--- src/rtl/imem_loader_pkg.sv ---
// Shared definitions for the instruction-memory loader: state encoding and
// the default instruction-memory word-address width.
package imem_loader_pkg;

    localparam int IMEM_ADDR_W = 14;

    typedef enum logic [1:0] {
        S_LEN  = 2'd0,
        S_DATA = 2'd1,
        S_DONE = 2'd2,
        S_ERR  = 2'd3
    } state_e;

endpackage

--- src/rtl/imem_loader_byte_to_word_packer.sv ---
// Assembles little-endian 32-bit words from a byte stream. word_valid_o fires
// combinationally alongside the transfer of the fourth byte.
module byte_to_word_packer (
    input  logic        clk_i,
    input  logic        rst_i,
    input  logic        clear_i,
    input  logic        xfer_i,
    input  logic [7:0]  byte_i,
    output logic        word_valid_o,
    output logic [31:0] word_o
);

    logic [1:0]  idx_q, idx_d;
    logic [23:0] lo_q, lo_d;

    always_ff @(posedge clk_i or posedge rst_i) begin
        if (rst_i) begin
            idx_q <= 2'd0;
            lo_q  <= 24'd0;
        end else begin
            idx_q <= idx_d;
            lo_q  <= lo_d;
        end
    end

    always_comb begin
        idx_d = idx_q;
        lo_d  = lo_q;
        if (clear_i) begin
            idx_d = 2'd0;
            lo_d  = 24'd0;
        end else if (xfer_i) begin
            idx_d = idx_q + 2'd1;
            case (idx_q)
                2'd0:    lo_d[7:0]   = byte_i;
                2'd1:    lo_d[15:8]  = byte_i;
                2'd2:    lo_d[23:16] = byte_i;
                default: lo_d        = lo_q;
            endcase
        end
    end

    // The top byte is never stored: it is forwarded directly with the word.
    assign word_valid_o = xfer_i & (idx_q == 2'd3);
    assign word_o       = {byte_i, lo_q};

endmodule

--- src/rtl/imem_loader.sv ---
// Loads a length-prefixed little-endian word image into instruction memory
// and holds the core in reset until the whole image has been written.
module imem_loader
    import imem_loader_pkg::*;
#(
    parameter int          ADDR_W     = IMEM_ADDR_W,
    parameter int unsigned BASE_WADDR = 0,
    parameter int unsigned MAX_WORDS  = 16384
) (
    input  logic              clk_i,
    input  logic              reset_i,
    input  logic              start_i,
    input  logic              in_valid_i,
    input  logic [7:0]        in_data_i,
    output logic              in_ready_o,
    output logic              mem_we_o,
    output logic [ADDR_W-1:0] mem_waddr_o,
    output logic [31:0]       mem_wdata_o,
    output logic              core_reset_o,
    output logic              done_o,
    output logic              err_o
);

    localparam int                CNT_W  = $clog2(MAX_WORDS + 1);
    localparam logic [ADDR_W-1:0] BASE_A = ADDR_W'(BASE_WADDR);
    localparam logic [31:0]       MAX_N  = 32'(MAX_WORDS);

    state_e             state_q, state_d;
    logic [CNT_W-1:0]   len_q, len_d;
    logic [CNT_W-1:0]   cnt_q, cnt_d;
    logic               mem_we_q, mem_we_d;
    logic [ADDR_W-1:0]  mem_waddr_q, mem_waddr_d;
    logic [31:0]        mem_wdata_q, mem_wdata_d;

    logic               xfer;
    logic               rearm;
    logic               pk_valid;
    logic [31:0]        pk_word;

    assign in_ready_o = (state_q == S_LEN) || (state_q == S_DATA);
    assign xfer       = in_valid_i & in_ready_o;
    assign rearm      = start_i & ((state_q == S_DONE) || (state_q == S_ERR));

    byte_to_word_packer u_packer (
        .clk_i        (clk_i),
        .rst_i        (reset_i),
        .clear_i      (rearm),
        .xfer_i       (xfer),
        .byte_i       (in_data_i),
        .word_valid_o (pk_valid),
        .word_o       (pk_word)
    );

    always_ff @(posedge clk_i or posedge reset_i) begin
        if (reset_i) begin
            state_q     <= S_LEN;
            len_q       <= '0;
            cnt_q       <= '0;
            mem_we_q    <= 1'b0;
            mem_waddr_q <= BASE_A;
            mem_wdata_q <= 32'd0;
        end else begin
            state_q     <= state_d;
            len_q       <= len_d;
            cnt_q       <= cnt_d;
            mem_we_q    <= mem_we_d;
            mem_waddr_q <= mem_waddr_d;
            mem_wdata_q <= mem_wdata_d;
        end
    end

    always_comb begin
        state_d     = state_q;
        len_d       = len_q;
        cnt_d       = cnt_q;
        mem_we_d    = 1'b0;
        mem_waddr_d = mem_waddr_q;
        mem_wdata_d = mem_wdata_q;
        case (state_q)
            S_LEN: begin
                if (pk_valid) begin
                    if (pk_word == 32'd0) begin
                        state_d = S_DONE;
                    end else if (pk_word > MAX_N) begin
                        state_d = S_ERR;
                    end else begin
                        len_d   = pk_word[CNT_W-1:0];
                        cnt_d   = '0;
                        state_d = S_DATA;
                    end
                end
            end
            S_DATA: begin
                if (pk_valid) begin
                    mem_we_d    = 1'b1;
                    mem_wdata_d = pk_word;
                    mem_waddr_d = BASE_A + ADDR_W'(cnt_q);
                    cnt_d       = cnt_q + CNT_W'(1);
                end
                // Leave only after the final write has been on the bus for a
                // cycle, so the core is released onto a complete image.
                if (mem_we_q && (cnt_q == len_q)) begin
                    state_d = S_DONE;
                end
            end
            S_DONE, S_ERR: begin
                if (start_i) begin
                    state_d = S_LEN;
                    len_d   = '0;
                    cnt_d   = '0;
                end
            end
            default: state_d = S_LEN;
        endcase
    end

    assign mem_we_o     = mem_we_q;
    assign mem_waddr_o  = mem_waddr_q;
    assign mem_wdata_o  = mem_wdata_q;
    assign done_o       = (state_q == S_DONE);
    assign err_o        = (state_q == S_ERR);
    assign core_reset_o = (state_q != S_DONE);

endmodule

--- config.mk ---
export PLATFORM = sky130hd
export DESIGN_NAME = imem_loader
export DESIGN_NICKNAME = d
export VERILOG_FILES = /design/src/rtl/imem_loader_pkg.sv /design/src/rtl/imem_loader_byte_to_word_packer.sv /design/src/rtl/imem_loader.sv
export SDC_FILE = /design/constraint.sdc
export NUM_CORES = 1
export LEC_CHECK = 0
export ABC_AREA = 1
export CORE_MARGIN = 3
export CORE_UTILIZATION = 51
export CTS_CLUSTER_DIAMETER = 40
export CTS_CLUSTER_SIZE = 8
export DETAILED_ROUTE_END_ITERATION = 10
export MAX_ROUTING_LAYER = met4
export PLACE_DENSITY = 0.7
export SETUP_SLACK_MARGIN = 0.15
export SLEW_MARGIN = 20
export SYNTH_ARGS = -nofsm -noshare
export SYNTH_HDL_FRONTEND = slang
export SYNTH_SLANG_ARGS = --single-unit
--- constraint.sdc ---
create_clock -name clk_i -period 4.6 [get_ports clk_i]
set_input_delay 0.92 -clock clk_i [delete_from_list [all_inputs] [get_ports clk_i]]
set_output_delay 0.92 -clock clk_i [all_outputs]
set_load 0.01 [all_outputs]
==> flow_metrics.env <==
export IMPL_power_density_nw_per_um2=545
export IMPL_path_clk_slew_ns=0.11
export IMPL_fmax_mhz=343
export IMPL_wl_um=11600
export IMPL_cp_slowest_cell="dfrtp_1"
export IMPL_crit_required_ns=3.68
export IMPL_ys_ff_latch=105
export IMPL_placeableCoreArea_um2=9460
export IMPL_worst_slew_pin_slew_ns=0.686
export IMPL_finalHoldViolations=0
export IMPL_antenna_cells=0
export IMPL_r2r_slack_ns=2.05
export IMPL_worst_setup_path_end_kind="primary output"
export IMPL_drv_slew=0
export IMPL_dp_hpwl_um=8410
export IMPL_ys_warn_count=0
export IMPL_synth_edff_count=0
export IMPL_path_buf_inv=2
export IMPL_path_class="register to primary output"
export IMPL_clockRootBuffer="clkbuf_8"
export IMPL_dp_cells=804
export IMPL_synth_area_um2=5100
export IMPL_outcome="finished, final reports clean"
export IMPL_grt_total_usage_pct=22.5
export IMPL_fillCellCount=870
export IMPL_pwr_share_seq_pct=43.6
export IMPL_comb_power_share_pct=38.0
export IMPL_wire_per_inst_um=14.1
export IMPL_area_growth_pct=16.1
export IMPL_setup_tns_ns=0
export IMPL_vias=4150
export IMPL_leakagePower_nw=2.85
export IMPL_async_flop_share_pct=100
export IMPL_critical_path_cell_chain="inv_2 > nor2_1 > clkdlybuf4s50_1"
export IMPL_nets=703
export IMPL_die_x_um=106
export IMPL_clk_latency_ns=0.37
export IMPL_ys_flop_type="dfrtp_1"
export IMPL_die_area_um2=11200
export IMPL_crit_arrival_ns=1.99
export IMPL_setup_worst_path_start_class="register"
export IMPL_syn_num_nets=655
export IMPL_power_switching_w=0.00127
export IMPL_clkSinkCount=105
export IMPL_viasPerCell=5.07
export IMPL_drtPass1Iterations=5
export IMPL_drt_iter0_drc=234
export IMPL_yosysSeqAreaShare_pct=51.5
export IMPL_synth_cells=638
export IMPL_slowest_delay_ns=0.80
export IMPL_intPower_w=0.00196
export IMPL_grt_max_degree=57
export IMPL_peakVddDrop_uv=323
export IMPL_cts_buffers=9
export IMPL_antenna_found_initial=0
export IMPL_std_cell_rows=35
export IMPL_cts_tree="built"
export IMPL_gp_routability_congestion=0.897
export IMPL_grt_pass1_vias=4030
export IMPL_initial_utilization_pct=53.9
export IMPL_grt_pass1_wl_um=19800
export IMPL_max_slew_margin_rel_pct=54.2
export IMPL_hp_class="register to register"
export IMPL_fin_cells=819
export IMPL_cts_resized=0
export IMPL_postCtsSetupRepairBufs=0
export IMPL_boundaryPins=63
export IMPL_antenna_left=0
export IMPL_fin_skew_ns=0.00954
export IMPL_cts_buffer_depth=2
export IMPL_remaining_drc_errors=0
export IMPL_fin_crit_sh_pct=63.3
export IMPL_clkPwrFrac_pct=18.4
export IMPL_port_buffers=62
export IMPL_path_delay_family="flip-flops"
export IMPL_period_needed_ns=2.91
export IMPL_avgSynthCellArea_um2=7.99
export IMPL_swShare_pct=39.3
export IMPL_cp_max_fo=20
export IMPL_overflow=0
export IMPL_cap_violations=0
export IMPL_final_core_util_pct=62.6
export IMPL_final_setup_viol_count=0
export IMPL_drive_gt1_share_pct=7.54
export IMPL_cts_hold_buffers=0
export IMPL_die_y_um=106
export IMPL_cts_max_level=3
export IMPL_yosysUniqueCellTypes=28
export IMPL_rsz0062_at_grt="false"
## metal layers
layer / GRT usage, % / vias up / routed length, um
met1: 31.9 / 1969 / 5510
met2: 34.5 / 101 / 5410
met4: 6.29 / 0 / 157
li1: - / 2067 / -
met5: - / - / 0
met3: 2.91 / 13 / 509
## worst min-delay path: cells and delay by family (launching register included)
family	cells	cell delay, ns
DFF	1	0.36
and+or+nand+nor	2	0.09
## final cells by class
cell class / count / area (um2) / area share [%]
Timing Repair Buffer: 65 / 643 / 10.9
Inverter: 66 / 250 / 4.23
Sequential cell: 105 / 2630 / 44.4
Multi-Input combinational cell: 439 / 2040 / 34.4
Clock buffer: 9 / 124 / 2.09
Tap cell: 129 / 161 / 2.73
Clock inverter: 6 / 75.1 / 1.27
## cell usage in the layout (no fill, tap or decap), types with 5 or more instances in the layout
cell	netlist	routed
nand3_2	10	10
ha_1	5	5
xor2_1	11	11
nand2_1	206	206
clkbuf_8	0	9
nor2_1	78	78
o21ai_0	59	59
o21ai_1	16	16
nand3_1	32	32
inv_2	10	10
dfrtp_1	105	105
clkdlybuf4s50_1	0	62
inv_1	56	55
## flip-flops by register name (all words and copies together) (netlist names)
register	count
mem_wdata_o	32
state_q	2
mem_waddr_o	14
cnt_q	15
u_packer.idx_q	2
len_q	15
u_packer.lo_q	24
mem_we_o	1
## synth_stat cells, types with 2 or more instances
cell / n / share of area (%)
ha_1: 5 / 1.2
nand2_4: 4 / 0.88
nor2_1: 78 / 5.7
o21ai_1: 16 / 1.6
nand2_1: 206 / 15
buf_2: 3 / 0.29
buf_6: 6 / 1.3
inv_1: 56 / 4.1
nor2_2: 4 / 0.49
inv_2: 10 / 0.74
nand2_2: 4 / 0.49
nand3_2: 10 / 2.0
nand3_1: 32 / 3.1
clkbuf_1: 13 / 0.96
o21ai_0: 59 / 5.8
dfrtp_1: 105 / 52
xor2_1: 11 / 1.9
clkbuf_2: 2 / 0.20
buf_4: 3 / 0.44
xnor2_1: 3 / 0.52
## metrics by stage
step                      area [um2]  setup WS (ns)  hold slack (ns)  power, W
after floorplan                 5100          0.919            0.442   0.00220
after global placement          5720           1.73            0.460   0.00261
after detailed placement        5720           1.66            0.459   0.00266
after CTS                       5920           1.67            0.484   0.00325
after global routing            5920           1.58            0.521   0.00348
final                           5920           1.69            0.481   0.00323
## power by group through the flow
stage               Sequential (W)  Clock (W)  Combinational, W
floorplan                  0.00142          0          0.000783
global placement           0.00141          0           0.00120
detailed placement         0.00142          0           0.00123
CTS                        0.00140   0.000603           0.00124
global route               0.00144   0.000647           0.00139
finish                     0.00141   0.000595           0.00123
## cell families (layout without fill, tap and decap cells)
kind of cell	count (synthesis)	count (layout)	share of synthesized area, %
simple gates	342	342	28.6
flops	105	105	51.5
buf+inv	94	146	8.47
compound gates	78	78	7.75
xor+xnor	14	14	2.40
fa+ha+maj	5	5	1.23
## path summary, 6_finish.rpt
path | end | from | cells after the start
max | done_o | state_q[1]$_DFFE_PP0P_ | 3
min | mem_waddr_o[8]$_DFFE_PP0P_ | mem_waddr_o[8]$_DFFE_PP0P_ | 2
max reg2reg | mem_wdata_o[24]$_DFFE_PP0P_ | state_q[1]$_DFFE_PP0P_ | 9
min reg2reg | mem_waddr_o[8]$_DFFE_PP0P_ | mem_waddr_o[8]$_DFFE_PP0P_ | 2
max in group asynchronous | state_q[1]$_DFFE_PP0P_ | reset_i | 3
min in group asynchronous | mem_wdata_o[31]$_DFFE_PP0P_ | reset_i | 2
Note: power is estimated with default switching activity, not from simulation.
